**src/rtl/inst_axi_rd_bridge_if.sv**
```systemverilog
// Bus bundles for the instruction fetch bridge.
//   inst_sram_if : CPU fetch-side SRAM-like port (req / addr_ok / data_ok).
//                  master = fetch stage, slave = bridge.
//   axi_rd_if    : AXI4 read address + read data channels.
//                  master = bridge, slave = interconnect.

interface inst_sram_if;
  logic        inst_req;
  logic [1:0]  inst_size;
  logic [31:0] inst_addr;
  logic        inst_addr_ok;
  logic        inst_data_ok;
  logic [31:0] inst_rdata;
  logic        inst_rerr;

  modport master (
    output inst_req, inst_size, inst_addr,
    input  inst_addr_ok, inst_data_ok, inst_rdata, inst_rerr
  );

  modport slave (
    input  inst_req, inst_size, inst_addr,
    output inst_addr_ok, inst_data_ok, inst_rdata, inst_rerr
  );
endinterface

interface axi_rd_if;
  logic [3:0]  arid;
  logic [31:0] araddr;
  logic [7:0]  arlen;
  logic [2:0]  arsize;
  logic [1:0]  arburst;
  logic [1:0]  arlock;
  logic [3:0]  arcache;
  logic [2:0]  arprot;
  logic        arvalid;
  logic        arready;
  logic [3:0]  rid;
  logic [31:0] rdata;
  logic [1:0]  rresp;
  logic        rlast;
  logic        rvalid;
  logic        rready;

  modport master (
    output arid, araddr, arlen, arsize, arburst, arlock, arcache, arprot, arvalid,
    input  arready,
    input  rid, rdata, rresp, rlast, rvalid,
    output rready
  );

  modport slave (
    input  arid, araddr, arlen, arsize, arburst, arlock, arcache, arprot, arvalid,
    output arready,
    output rid, rdata, rresp, rlast, rvalid,
    input  rready
  );
endinterface

```
**src/rtl/inst_axi_rd_bridge.sv**
```systemverilog
// Instruction fetch bridge: turns each accepted SRAM-like fetch request into a
// single-beat AXI4 read and returns the data with a one-cycle data_ok pulse.
// One transaction outstanding at a time.
//
// state  | meaning
// -------+--------------------------------------------------------------
// IDLE   | ready for a fetch; addr_ok high, request latched on inst_req
// AR     | address phase; arvalid high until arready
// R      | data phase; rready high until rvalid, beat captured
// DONE   | data_ok (and rerr) pulse for one cycle, then back to IDLE

module inst_axi_rd_bridge #(
  parameter logic [3:0] ARID_VAL = 4'd0
) (
  input  logic      clk,
  input  logic      resetn,
  inst_sram_if.slave inst,
  axi_rd_if.master   axi
);

  localparam logic [1:0] S_IDLE = 2'd0;
  localparam logic [1:0] S_AR   = 2'd1;
  localparam logic [1:0] S_R    = 2'd2;
  localparam logic [1:0] S_DONE = 2'd3;

  logic [1:0]  state;
  logic [1:0]  state_nxt;
  logic [31:0] addr_r;
  logic [1:0]  size_r;
  logic [31:0] rdata_r;
  logic        err_r;

  // rid and rlast carry no information for single-beat, single-outstanding reads.
  logic unused_axi;
  assign unused_axi = &{1'b0, axi.rid, axi.rlast};

  // Next-state decode; handshakes only advance the FSM.
  always_comb begin
    state_nxt = state;
    case (state)
      S_IDLE:  if (inst.inst_req) state_nxt = S_AR;
      S_AR:    if (axi.arready)   state_nxt = S_R;
      S_R:     if (axi.rvalid)    state_nxt = S_DONE;
      S_DONE:  state_nxt = S_IDLE;
      default: state_nxt = S_IDLE;
    endcase
  end

  // State register.
  always_ff @(posedge clk) begin
    if (!resetn) state <= S_IDLE;
    else         state <= state_nxt;
  end

  // Request latch; held through AR so the address phase ignores inst_addr changes.
  always_ff @(posedge clk) begin
    if (!resetn) begin
      addr_r <= 32'd0;
      size_r <= 2'd0;
    end else if (state == S_IDLE && inst.inst_req) begin
      addr_r <= inst.inst_addr;
      size_r <= inst.inst_size;
    end
  end

  // Read beat capture; only the R-state beat is taken, early rvalid is ignored.
  always_ff @(posedge clk) begin
    if (!resetn) begin
      rdata_r <= 32'd0;
      err_r   <= 1'b0;
    end else if (state == S_R && axi.rvalid) begin
      rdata_r <= axi.rdata;
      err_r   <= (axi.rresp != 2'b00);
    end
  end

  // Outputs are pure state decodes or constants; no input-to-output path.
  assign inst.inst_addr_ok = (state == S_IDLE);
  assign inst.inst_data_ok = (state == S_DONE);
  assign inst.inst_rerr    = (state == S_DONE) & err_r;
  assign inst.inst_rdata   = rdata_r;

  assign axi.arid    = ARID_VAL;
  assign axi.araddr  = addr_r;
  assign axi.arlen   = 8'd0;
  assign axi.arsize  = {1'b0, size_r};
  assign axi.arburst = 2'b01;
  assign axi.arlock  = 2'b00;
  assign axi.arcache = 4'd0;
  assign axi.arprot  = 3'd0;
  assign axi.arvalid = (state == S_AR);
  assign axi.rready  = (state == S_R);

endmodule

```
**src/flat_wrapper.sv**
```systemverilog
// flat-port wrapper written by rule: the top's interface ports become plain ports
module inst_axi_rd_bridge_flat 
#(
  parameter logic [3:0] ARID_VAL = 4'd0
)
  (clk, resetn, inst_inst_req, inst_inst_size, inst_inst_addr, inst_inst_addr_ok, inst_inst_data_ok, inst_inst_rdata, inst_inst_rerr, axi_arid, axi_araddr, axi_arlen, axi_arsize, axi_arburst, axi_arlock, axi_arcache, axi_arprot, axi_arvalid, axi_arready, axi_rid, axi_rdata, axi_rresp, axi_rlast, axi_rvalid, axi_rready);
  inst_sram_if inst_i ();
  axi_rd_if axi_i ();
  input  logic clk;
  input  logic resetn;
  input wire logic [$bits(inst_i.inst_req)-1:0] inst_inst_req;
  input wire logic [$bits(inst_i.inst_size)-1:0] inst_inst_size;
  input wire logic [$bits(inst_i.inst_addr)-1:0] inst_inst_addr;
  output wire logic [$bits(inst_i.inst_addr_ok)-1:0] inst_inst_addr_ok;
  output wire logic [$bits(inst_i.inst_data_ok)-1:0] inst_inst_data_ok;
  output wire logic [$bits(inst_i.inst_rdata)-1:0] inst_inst_rdata;
  output wire logic [$bits(inst_i.inst_rerr)-1:0] inst_inst_rerr;
  output wire logic [$bits(axi_i.arid)-1:0] axi_arid;
  output wire logic [$bits(axi_i.araddr)-1:0] axi_araddr;
  output wire logic [$bits(axi_i.arlen)-1:0] axi_arlen;
  output wire logic [$bits(axi_i.arsize)-1:0] axi_arsize;
  output wire logic [$bits(axi_i.arburst)-1:0] axi_arburst;
  output wire logic [$bits(axi_i.arlock)-1:0] axi_arlock;
  output wire logic [$bits(axi_i.arcache)-1:0] axi_arcache;
  output wire logic [$bits(axi_i.arprot)-1:0] axi_arprot;
  output wire logic [$bits(axi_i.arvalid)-1:0] axi_arvalid;
  input wire logic [$bits(axi_i.arready)-1:0] axi_arready;
  input wire logic [$bits(axi_i.rid)-1:0] axi_rid;
  input wire logic [$bits(axi_i.rdata)-1:0] axi_rdata;
  input wire logic [$bits(axi_i.rresp)-1:0] axi_rresp;
  input wire logic [$bits(axi_i.rlast)-1:0] axi_rlast;
  input wire logic [$bits(axi_i.rvalid)-1:0] axi_rvalid;
  output wire logic [$bits(axi_i.rready)-1:0] axi_rready;
  assign inst_i.inst_req = inst_inst_req;
  assign inst_i.inst_size = inst_inst_size;
  assign inst_i.inst_addr = inst_inst_addr;
  assign inst_inst_addr_ok = inst_i.inst_addr_ok;
  assign inst_inst_data_ok = inst_i.inst_data_ok;
  assign inst_inst_rdata = inst_i.inst_rdata;
  assign inst_inst_rerr = inst_i.inst_rerr;
  assign axi_arid = axi_i.arid;
  assign axi_araddr = axi_i.araddr;
  assign axi_arlen = axi_i.arlen;
  assign axi_arsize = axi_i.arsize;
  assign axi_arburst = axi_i.arburst;
  assign axi_arlock = axi_i.arlock;
  assign axi_arcache = axi_i.arcache;
  assign axi_arprot = axi_i.arprot;
  assign axi_arvalid = axi_i.arvalid;
  assign axi_i.arready = axi_arready;
  assign axi_i.rid = axi_rid;
  assign axi_i.rdata = axi_rdata;
  assign axi_i.rresp = axi_rresp;
  assign axi_i.rlast = axi_rlast;
  assign axi_i.rvalid = axi_rvalid;
  assign axi_rready = axi_i.rready;
  inst_axi_rd_bridge #(.ARID_VAL(ARID_VAL)) u_core (.clk(clk), .resetn(resetn), .inst(inst_i), .axi(axi_i));
endmodule
```
**config.mk**
```make
export PLATFORM = sky130hd
export DESIGN_NAME = inst_axi_rd_bridge_flat
export DESIGN_NICKNAME = d
export VERILOG_FILES = /design/src/rtl/inst_axi_rd_bridge_if.sv /design/src/rtl/inst_axi_rd_bridge.sv /design/src/flat_wrapper.sv
export SDC_FILE = /design/constraint.sdc
export NUM_CORES = 1
export LEC_CHECK = 0
export ABC_AREA = 1
export CAP_MARGIN = 25
export CORE_UTILIZATION = 30
export DETAILED_ROUTE_END_ITERATION = 10
export PLACE_DENSITY = 0.68
export SLEW_MARGIN = 15
export SYNTH_ARGS = -nofsm -noshare
export SYNTH_HDL_FRONTEND = slang
export SYNTH_SLANG_ARGS = --single-unit
```
**constraint.sdc**
```tcl
create_clock -name clk -period 1.8 [get_ports clk]
set_input_delay 0.27 -clock clk [delete_from_list [all_inputs] [get_ports clk]]
set_output_delay 0.27 -clock clk [all_outputs]
set_load 0.01 [all_outputs]
```
==> results of run 1 <==
[report_power, final]
part	switching [W]	internal [W]	total [W]	leakage, nW
Sequential	0.000186	0.00191	0.00210	0.567
Clock	0.000561	0.000631	0.00119	0.0854
Combinational	0.00102	0.00110	0.00211	1.05
Total	0.00176	0.00364	0.00540	1.71
[kinds of logic (layout without fill, tap and decap cells)]
kind of cell             after synthesis  in the layout  share of synthesized area [%]
AO/OA/AOI/OAI                         67             67                          12.24
adder cells (fa/ha/maj)                5              5                          2.284
AND/OR/NAND/NOR                      150            150                          21.11
flip-flops                            69             69                          50.43
buffers and inverters                 51            169                          13.66
other                                  2             24                         0.2742
[cells in the final DEF (no fill, tap or decap)]
master	netlist	final
buf_12	0	2
buf_2	4	1
buf_4	25	1
bufinv_16	0	1
clkbuf_1	1	2
clkbuf_8	0	9
clkdlybuf4s50_1	0	138
clkinv_2	0	1
clkinvlp_4	0	2
conb_1	2	24
dfxtp_1	69	69
dlygate4sd2_1	0	4
ha_1	5	4
ha_2	0	1
inv_1	6	6
inv_4	2	2
nand2_1	8	8
nand2_2	1	1
nand2_4	1	1
nand3_1	1	1
nor2_1	137	137
nor3_1	1	1
o21ai_0	51	51
o21ai_1	16	16
or2_2	1	1
[what timing repair did]
item	CTS	global route
hold buffers	0	0
gates resized for setup	5	0
endpoints found under the setup margin	4	0
[layer usage]
| layer | part of all wire [%] | routed length, µm |
|---|---|---|
| met5 | 0 | 0 |
| met4 | 0.98 | 66 |
| met3 | 10 | 682 |
| met2 | 47 | 3185 |
| met1 | 42 | 2830 |
[state kept, by name (all words and copies together), names as in the netlist]
signal / flops
u_core.axi.araddr: 32
u_core.size_r: 2
u_core.state: 2
u_core.err_r: 1
u_core.inst.inst_rdata: 32
[layout make-up]
| class | instances | area share [%] |
|---|---|---|
| clock inverters | 4 | 1.172 |
| repair buffers | 146 | 34.40 |
| clock buffers | 11 | 3.076 |
| well taps | 108 | 3.164 |
| inverters | 8 | 0.8204 |
| flip-flops and latches | 69 | 32.35 |
| multi-input cells | 246 | 25.02 |
[per-stage QoR]
step	hold WS [ns]	setup WS [ns]
final	0.4295	0.1003
after global routing	0.4200	0.02387
after CTS	0.3971	0.06402
after detailed placement	0.4726	0.1418
after global placement	0.4610	0.1717
after floorplan	0.4092	0.5450
[final timing paths]
kind,from,end,slack [ns]
setup / recovery,u_core.state[1],inst_inst_data_ok,0.10
hold / removal,resetn,u_core.axi.araddr[30],0.43
setup reg to reg,u_core.state[1],u_core.axi.araddr[16],0.23
hold reg to reg,u_core.axi.araddr[31],u_core.axi.araddr[31],0.48
[tightest hold or removal path, cell delays in order]
cell,delay [ns]
buf_2,0.11
buf_12,0.19
o21ai_0,0.10
nor2_1,0.04
==> results.cfg, run 1 <==
[status]
status = finished, final reports clean

[timing]
timing.setup.tns_ns = 0
rsz0062_at_grt = false
setup_viol = 0
maxSlewViolCount = 0
hold_viol_final = 0
skew_ns = 0.01065
fmax_mhz = 588.4
min_period_ns = 1.700
fin_crit_sh_pct = 94.43

[floorplanning]
core_um2 = 8763
io_pins = 173
dieArea_um2 = 9516
die_x_um = 97.55
die_y_um = 97.55
start_util_pct = 31.25
rows = 34

[worst_hold_path]
hold_path_depth = 4
hold_path_class = in -> reg

[route]
dr.pass1.iters = 4
totalWireLength_um = 6765
drt_iter0_markers = 44
dr_total_vias = 2497
post_drt_wl_per_cell_um = 11.43
ant_nets = 0
viasPerCell = 4.218
drcViolationCount = 0

[global_route]
grt_max_degree = 70
grt_overflow = 0
top_usage_layer = met2
grt_usage_pct = 14.64
grt_pass1_wl_um = 11230
grt.met1_usage_pct = 16.22
antenna_found_initial = 0
grt_pass1_vias = 2350
met2_usage_pct = 24.74
use_met3_pct = 7.194

[finish]
num-fill-cells = 861
final_nets = 563
fin_cells = 592
drive_gt1_share_pct = 4.752
antenna_cells = 0
seqCellArea_um2 = 1381
postLayoutCoreUtil_pct = 48.73
area_growth_pct = 55.92
fin_area_um2 = 4270
multi_input_area_um2 = 1069

[yosys]
ys_ff_latch = 69
synth_edf_count = 0
synth_most_common_cell = nor2_1
synth-seq-area-share_pct = 50.43
postSynthCellCount = 344
yosys_warnings = 0
synthArstFlopShare_pct = 0
ys_top_cells_by_area = dfxtp_1 50%, nor2_1 19%, o21ai_0 9.3%, buf_4 6.9%, buf_6 4.1%
ys_types = 19
synth_top_area_share_pct = 50.43
syn_avg_cell_area_um2 = 7.962
yosysTopAreaCell = dfxtp_1
synth_common_cells = 137 x nor2_1, 69 x dfxtp_1, 51 x o21ai_0
syn_area_um2 = 2739
ys.flop_type = dfxtp_1

[setup_path]
max_stage_delay_ns = 0.54
critical_path_class = reg -> out
cp.arrival_ns = 1.43
reg2regPathDepth = 6
startpoint_type = flip-flop
crit_slowest_cell = clkdlybuf4s50_1
cp.depth = 2
cp_cell_sequence = ha_1 > clkdlybuf4s50_1
cp.required_ns = 1.53
cpLargestDelayFamily = buffers and inverters
end_kind = output pin
path_max_fanout = 3
critical_path.n_buffers_inverters = 1

[job]
drv_cap = 0

[cts]
clk_pin_slew_worst_paths_ns = 0.08
htreeDepth = 3
clockBufferDepth = 2
cts_buffers = 9
cts_tree = done
clock_latency_ns = 0.33
cts-root-buf = clkbuf_8
post_cts.repair.setup_buffers = 0
cts_sinks = 69

[place]
dp.final_hpwl_um = 4798
dp_cells = 577
postPlaceCellArea_um2 = 4091
place_congestion = 0.7158
io_buffers = 143

[power_and_ir_drop]
leakagePower_nw = 1.705
peakVddDrop_uv = 560.0
p_total_w = 0.005402
power-per-cell-area_nw_per_um2 = 1265
No activity file was read; power rests on OpenSTA's default activity.
==> run 2: changes to the inputs <==
- CORE_UTILIZATION: 30 -> 39
- PLACE_DENSITY: 0.68 -> 0.85
==> results.cfg, run 2 (synthesized netlist as in run 1, its figures left out) <==
[cts]
htreeDepth = 3
hold_buffers = 0
post_cts.repair.setup_buffers = 0
clk_pin_slew_worst_paths_ns = 0.07
cts_tree = done
cts_sinks = 69
cts_resized = 9
cts_buffers = 9
clockBufferDepth = 2
cts-root-buf = clkbuf_8
clock_latency_ns = 0.33

[setup_path]
cp.arrival_ns = 1.45
cp.required_ns = 1.53
reg2regPathDepth = 6
path_max_fanout = 3
r2r_slack_ns = 0.22
startpoint_type = flip-flop
r2r-end = u_core.axi.araddr[2]
r2r_start = u_core.state[1]
critical_path_class = reg -> out
end_kind = output pin
critPathLaunch = u_core.state[1]

[route]
viasPerCell = 4.509
drcViolationCount = 0
drt_iter0_markers = 44
dr.pass1.iters = 4
post_drt_wl_per_cell_um = 12.29
totalWireLength_um = 7155
dr_total_vias = 2624
ant_nets = 0

[floorplanning]
die_x_um = 85.80
start_util_pct = 40.31
core_um2 = 6794
die_y_um = 85.80
dieArea_um2 = 7362
rows = 30
io_pins = 173

[global_route]
antenna_found_initial = 0
grt_pass1_wl_um = 11050
grt_overflow = 0
grt_max_degree = 43
grt_pass1_vias = 2332
grt_usage_pct = 19.36

[power_and_ir_drop]
p_sw_share_pct = 32.81
power_switching_w = 0.001803
leakagePower_nw = 1.728
power.share.clock_pct = 22.6
p_seq_share_pct = 38.5
internal_power_w = 0.003692
peakVddDrop_uv = 678.9
p_total_w = 0.005495
pwr-share-comb_pct = 39.0
power-per-cell-area_nw_per_um2 = 1284

[finish]
layout_commonest_cell = clkdlybuf4s50_1
area_growth_pct = 56.28
drive_gt1_share_pct = 5.967
most-common-layout-cells = 138 x clkdlybuf4s50_1, 137 x nor2_1, 67 x dfxtp_1
antenna_cells = 0
num-fill-cells = 602
fin_area_um2 = 4280
final_nets = 564

[place]
postPlaceCellArea_um2 = 4071
place_congestion = 0.7260
io_buffers = 143
dp.final_hpwl_um = 5119

[job]
drv_cap = 0

[timing]
hold_viol_final = 0
fin_crit_sh_pct = 95.38
setup_viol = 0
skew_ns = 0.009280
min_period_ns = 1.717
maxSlewViolCount = 0
timing.setup.tns_ns = 0
fmax_mhz = 582.5
rsz0062_at_grt = false
whs_ns = 0.4000

[worst_hold_path]
hold_path_class = in -> reg
worst_hold_startpoint = resetn
whs_endpoint = u_core.state[1]
hold_path_depth = 3

[status]
status = finished, final reports clean
==> run 2: cell count changes in the layout (fill, tap and decap cells not counted), sizes merged <==
cell          previous run  this run
buf                      4         5
clkbuf                  11        12
clkinvlp                 2         1
clkinv                   1         2
dlymetal6s2s             0         1
dlygate4sd2              4         3
==> run 2: per-stage QoR <==
step	utilization, %	cells	setup slack, ns
4_1_cts	62.97	582	0.03282
2_1_floorplan	-	366	0.5450
3_5_place_dp	59.93	566	0.1602
6_report	63.00	582	0.08317
5_1_grt	63.00	582	0.04078
3_3_place_gp	59.93	566	0.2239
==> run 2: layout make-up <==
cell class | instances | area (µm²) | share of cell area (%)
clock buffers | 12 | 145.1 | 3.391
flip-flops and latches | 69 | 1384 | 32.33
well taps | 96 | 120.1 | 2.806
multi-input cells | 246 | 1081 | 25.26
clock inverters | 4 | 47.55 | 1.111
inverters | 8 | 35.03 | 0.8185
repair buffers | 147 | 1468 | 34.29
==> run 2: worst max-delay path by stage <==
| stage | end | slack, ns | cells past startpoint |
|---|---|---|---|
| after floorplan | u_core.axi.araddr[0] | 0.55 | 6 |
| after global placement | u_core.axi.araddr[4] | 0.22 | 5 |
| after detailed placement | u_core.axi.araddr[17] | 0.16 | 5 |
| after CTS | axi_rready | 0.03 | 3 |
| after global routing | inst_inst_data_ok | 0.04 | 2 |
| final | inst_inst_data_ok | 0.08 | 2 |
==> run 2: power by group through the flow <==
stage | Combinational (W) | Sequential [W] | Clock [W]
final | 0.00214 | 0.00211 | 0.00124
after floorplan | 0.000989 | 0.00230 | 0
after detailed placement | 0.00215 | 0.00214 | 0
after global routing | 0.00235 | 0.00216 | 0.00134
after global placement | 0.00210 | 0.00212 | 0
after CTS | 0.00217 | 0.00211 | 0.00126
==> run 2: critical path, cell delays in order (launching register included) <==
cell	delay, ns
dfxtp_2	0.37
ha_1	0.19
clkdlybuf4s50_1	0.57
==> run 2: metal layers <==
layer | global-route usage, % | share of wire [%]
met1 | 23.14 | 42
met2 | 32.44 | 48
met3 | 5.294 | 6.9
met4 | 8.939 | 2.4
met5 | 0 | 0
==> run 3: changes to the inputs <==
- ABC_AREA: 1 -> default
- CORE_MARGIN: default -> 2
- CORE_UTILIZATION: 39 -> 40
- PLACE_DENSITY: 0.85 -> 0.86
==> results.cfg, run 3 <==
[yosys]
ys_ff_latch = 69
synth_most_common_cell = nand2_1
ys_types = 18
yosysTopAreaCell = dfxtp_1
ys.flop_type = dfxtp_1
synthArstFlopShare_pct = 0
yosys_warnings = 0
synth-seq-area-share_pct = 49.00
syn_avg_cell_area_um2 = 8.315
synth_top_area_share_pct = 49.00
syn_area_um2 = 2819
postSynthCellCount = 339
ys_top_cells_by_area = dfxtp_1 49%, nand2_1 18%, a21boi_0 16%, buf_4 6.4%, ha_1 2.2%
synth_edf_count = 0
synth_common_cells = 137 x nand2_1, 69 x dfxtp_1, 61 x a21boi_0

[global_route]
grt_max_degree = 35
grt_overflow = 0
grt_usage_pct = 18.30
grt_pass1_vias = 2403
antenna_found_initial = 0
grt_pass1_wl_um = 11090

[setup_path]
max_stage_delay_ns = 0.55
path_max_fanout = 4
end_kind = output pin
crit_slowest_cell = clkdlybuf4s50_1
r2r_slack_ns = 0.29
critical_path_class = reg -> out
r2r_start = u_core.state[0]
reg2regPathDepth = 4
r2r-end = u_core.state[1]
startpoint_type = flip-flop
cp_cell_sequence = ha_1 > clkdlybuf4s50_1
cp.arrival_ns = 1.39
cp.required_ns = 1.53

[cts]
htreeDepth = 3
clock_latency_ns = 0.32
cts_sinks = 69
hold_buffers = 0
clk_pin_slew_worst_paths_ns = 0.07
clockBufferDepth = 2
cts-root-buf = clkbuf_8
cts_buffers = 9
cts_tree = done

[power_and_ir_drop]
peakVddDrop_uv = 437.1
leakagePower_nw = 1.682
power-per-cell-area_nw_per_um2 = 1009

[worst_hold_path]
whs_endpoint = u_core.state[0]
hold_path_class = in -> reg
hold_path_depth = 3
worst_hold_startpoint = resetn

[place]
dp.final_hpwl_um = 5163
postPlaceCellArea_um2 = 4287
place_congestion = 0.7215
dp_cells = 561
io_buffers = 143

[floorplanning]
io_pins = 173
die_x_um = 87.95
start_util_pct = 41.49
core_um2 = 6794
rows = 30
die_y_um = 87.95
dieArea_um2 = 7735

[finish]
antenna_cells = 0
drive_gt1_share_pct = 4.593
num-fill-cells = 577
layout_commonest_cell = clkdlybuf4s50_1
fin_cells = 575
final_nets = 559
area_growth_pct = 57.52
most-common-layout-cells = 138 x clkdlybuf4s50_1, 137 x nand2_1, 67 x dfxtp_1
fin_area_um2 = 4441

[timing]
fin_crit_sh_pct = 92.08
fmax_mhz = 603.3
timing.setup.tns_ns = 0
rsz0062_at_grt = false
maxSlewViolCount = 0
setup_viol = 0
tightest_slew_ns = 0.5090
hold_viol_final = 0
min_period_ns = 1.657
max_slew_margin_pct = 66.06
skew_ns = 0.006330

[route]
post_drt_wl_per_cell_um = 12.01
drt_iter0_markers = 75
totalWireLength_um = 6906
ant_nets = 0
viasPerCell = 4.424
drcViolationCount = 0
dr.pass1.iters = 4
dr_total_vias = 2544

[job]
drv_cap = 0

[status]
status = finished, final reports clean
run 3: changes by cell type in the layout (fill, tap and decap cells not counted), moves of 2 or more:
cell / before / now
inv_4: 2 / 0
a21boi_1: 0 / 5
and2_1: 0 / 3
buf_12: 1 / 5
nor2_1: 137 / 1
nand2_1: 8 / 137
a21boi_0: 0 / 61
mux2i_1: 0 / 2
o21ai_0: 51 / 1
o21ai_1: 16 / 0
buf_4: 3 / 1
run 3: timing repair:
item | in CTS | in global routing
setup buffers | 0 | 0
gates resized for setup | 5 | 2
endpoints found under the setup margin | 3 | 2
run 3: routing by layer:
| metal | track usage, % | wire length (µm) |
|---|---|---|
| met4 | 7.972 | 92 |
| met1 | 19.76 | 2657 |
| met5 | 0 | 0 |
| met2 | 32.30 | 3587 |
| met3 | 6.409 | 568 |
run 3: power by group:
part	internal [W]	total (W)	switching, W
clock	0.000479	0.000991	0.000512
combinational	0.000835	0.00160	0.000765
sequential	0.00177	0.00189	0.000120
total	0.00308	0.00448	0.00140
run 3: cell families after synthesis:
kind of cell	count (synthesis)	synth area share [%]
adder cells (fa/ha/maj)	5	2.219
AO/OA/AOI/OAI	68	18.11
buffers and inverters	50	10.21
AND/OR/NAND/NOR	143	19.48
multiplexers	2	0.7102
other	2	0.2664
flip-flops	69	49.00
run 3: worst max-delay path by stage:
stage / start / to / slack, ns / cells after the start
2_1_floorplan: u_core.state[0] / u_core.state[0] / 0.37 / 4
3_3_place_gp: inst_inst_req / u_core.state[1] / 0.19 / 4
3_5_place_dp: inst_inst_req / u_core.state[1] / 0.15 / 4
4_1_cts: u_core.state[0] / inst_inst_rerr / 0.002 / 3
5_1_grt: u_core.state[1] / inst_inst_data_ok / 0.06 / 2
6_report: u_core.state[0] / inst_inst_data_ok / 0.14 / 2
run 3: critical path, delay by kind of cell (launching register included):
kind / cells / cell delay [ns]
flops: 1 / 0.36
fa+ha+maj: 1 / 0.16
buf+inv: 1 / 0.55
run 3: area by class of cell:
| type | instances | area, µm² | share of cell area (%) |
|---|---|---|---|
| Timing Repair Buffer | 149 | 1536 | 34.60 |
| Sequential cell | 69 | 1384 | 31.16 |
| Multi-Input combinational cell | 242 | 1235 | 27.81 |
| Clock buffer | 11 | 131.4 | 2.959 |
| Tap cell | 96 | 120.1 | 2.705 |
| Inverter | 5 | 18.77 | 0.4227 |
| Clock inverter | 3 | 15.01 | 0.3381 |
run 3: per-stage QoR:
step / setup WS [ns] / power [W] / hold slack [ns] / util (%)
after floorplan: 0.3650 / 0.002709 / 0.4048 / -
after detailed placement: 0.1459 / 0.003561 / 0.4505 / 63.09
final: 0.1425 / 0.004479 / 0.4208 / 65.36
after global placement: 0.1892 / 0.003504 / 0.4410 / 63.09
after CTS: 0.001808 / 0.004558 / 0.4196 / 65.29
after global routing: 0.05914 / 0.004788 / 0.4344 / 65.36
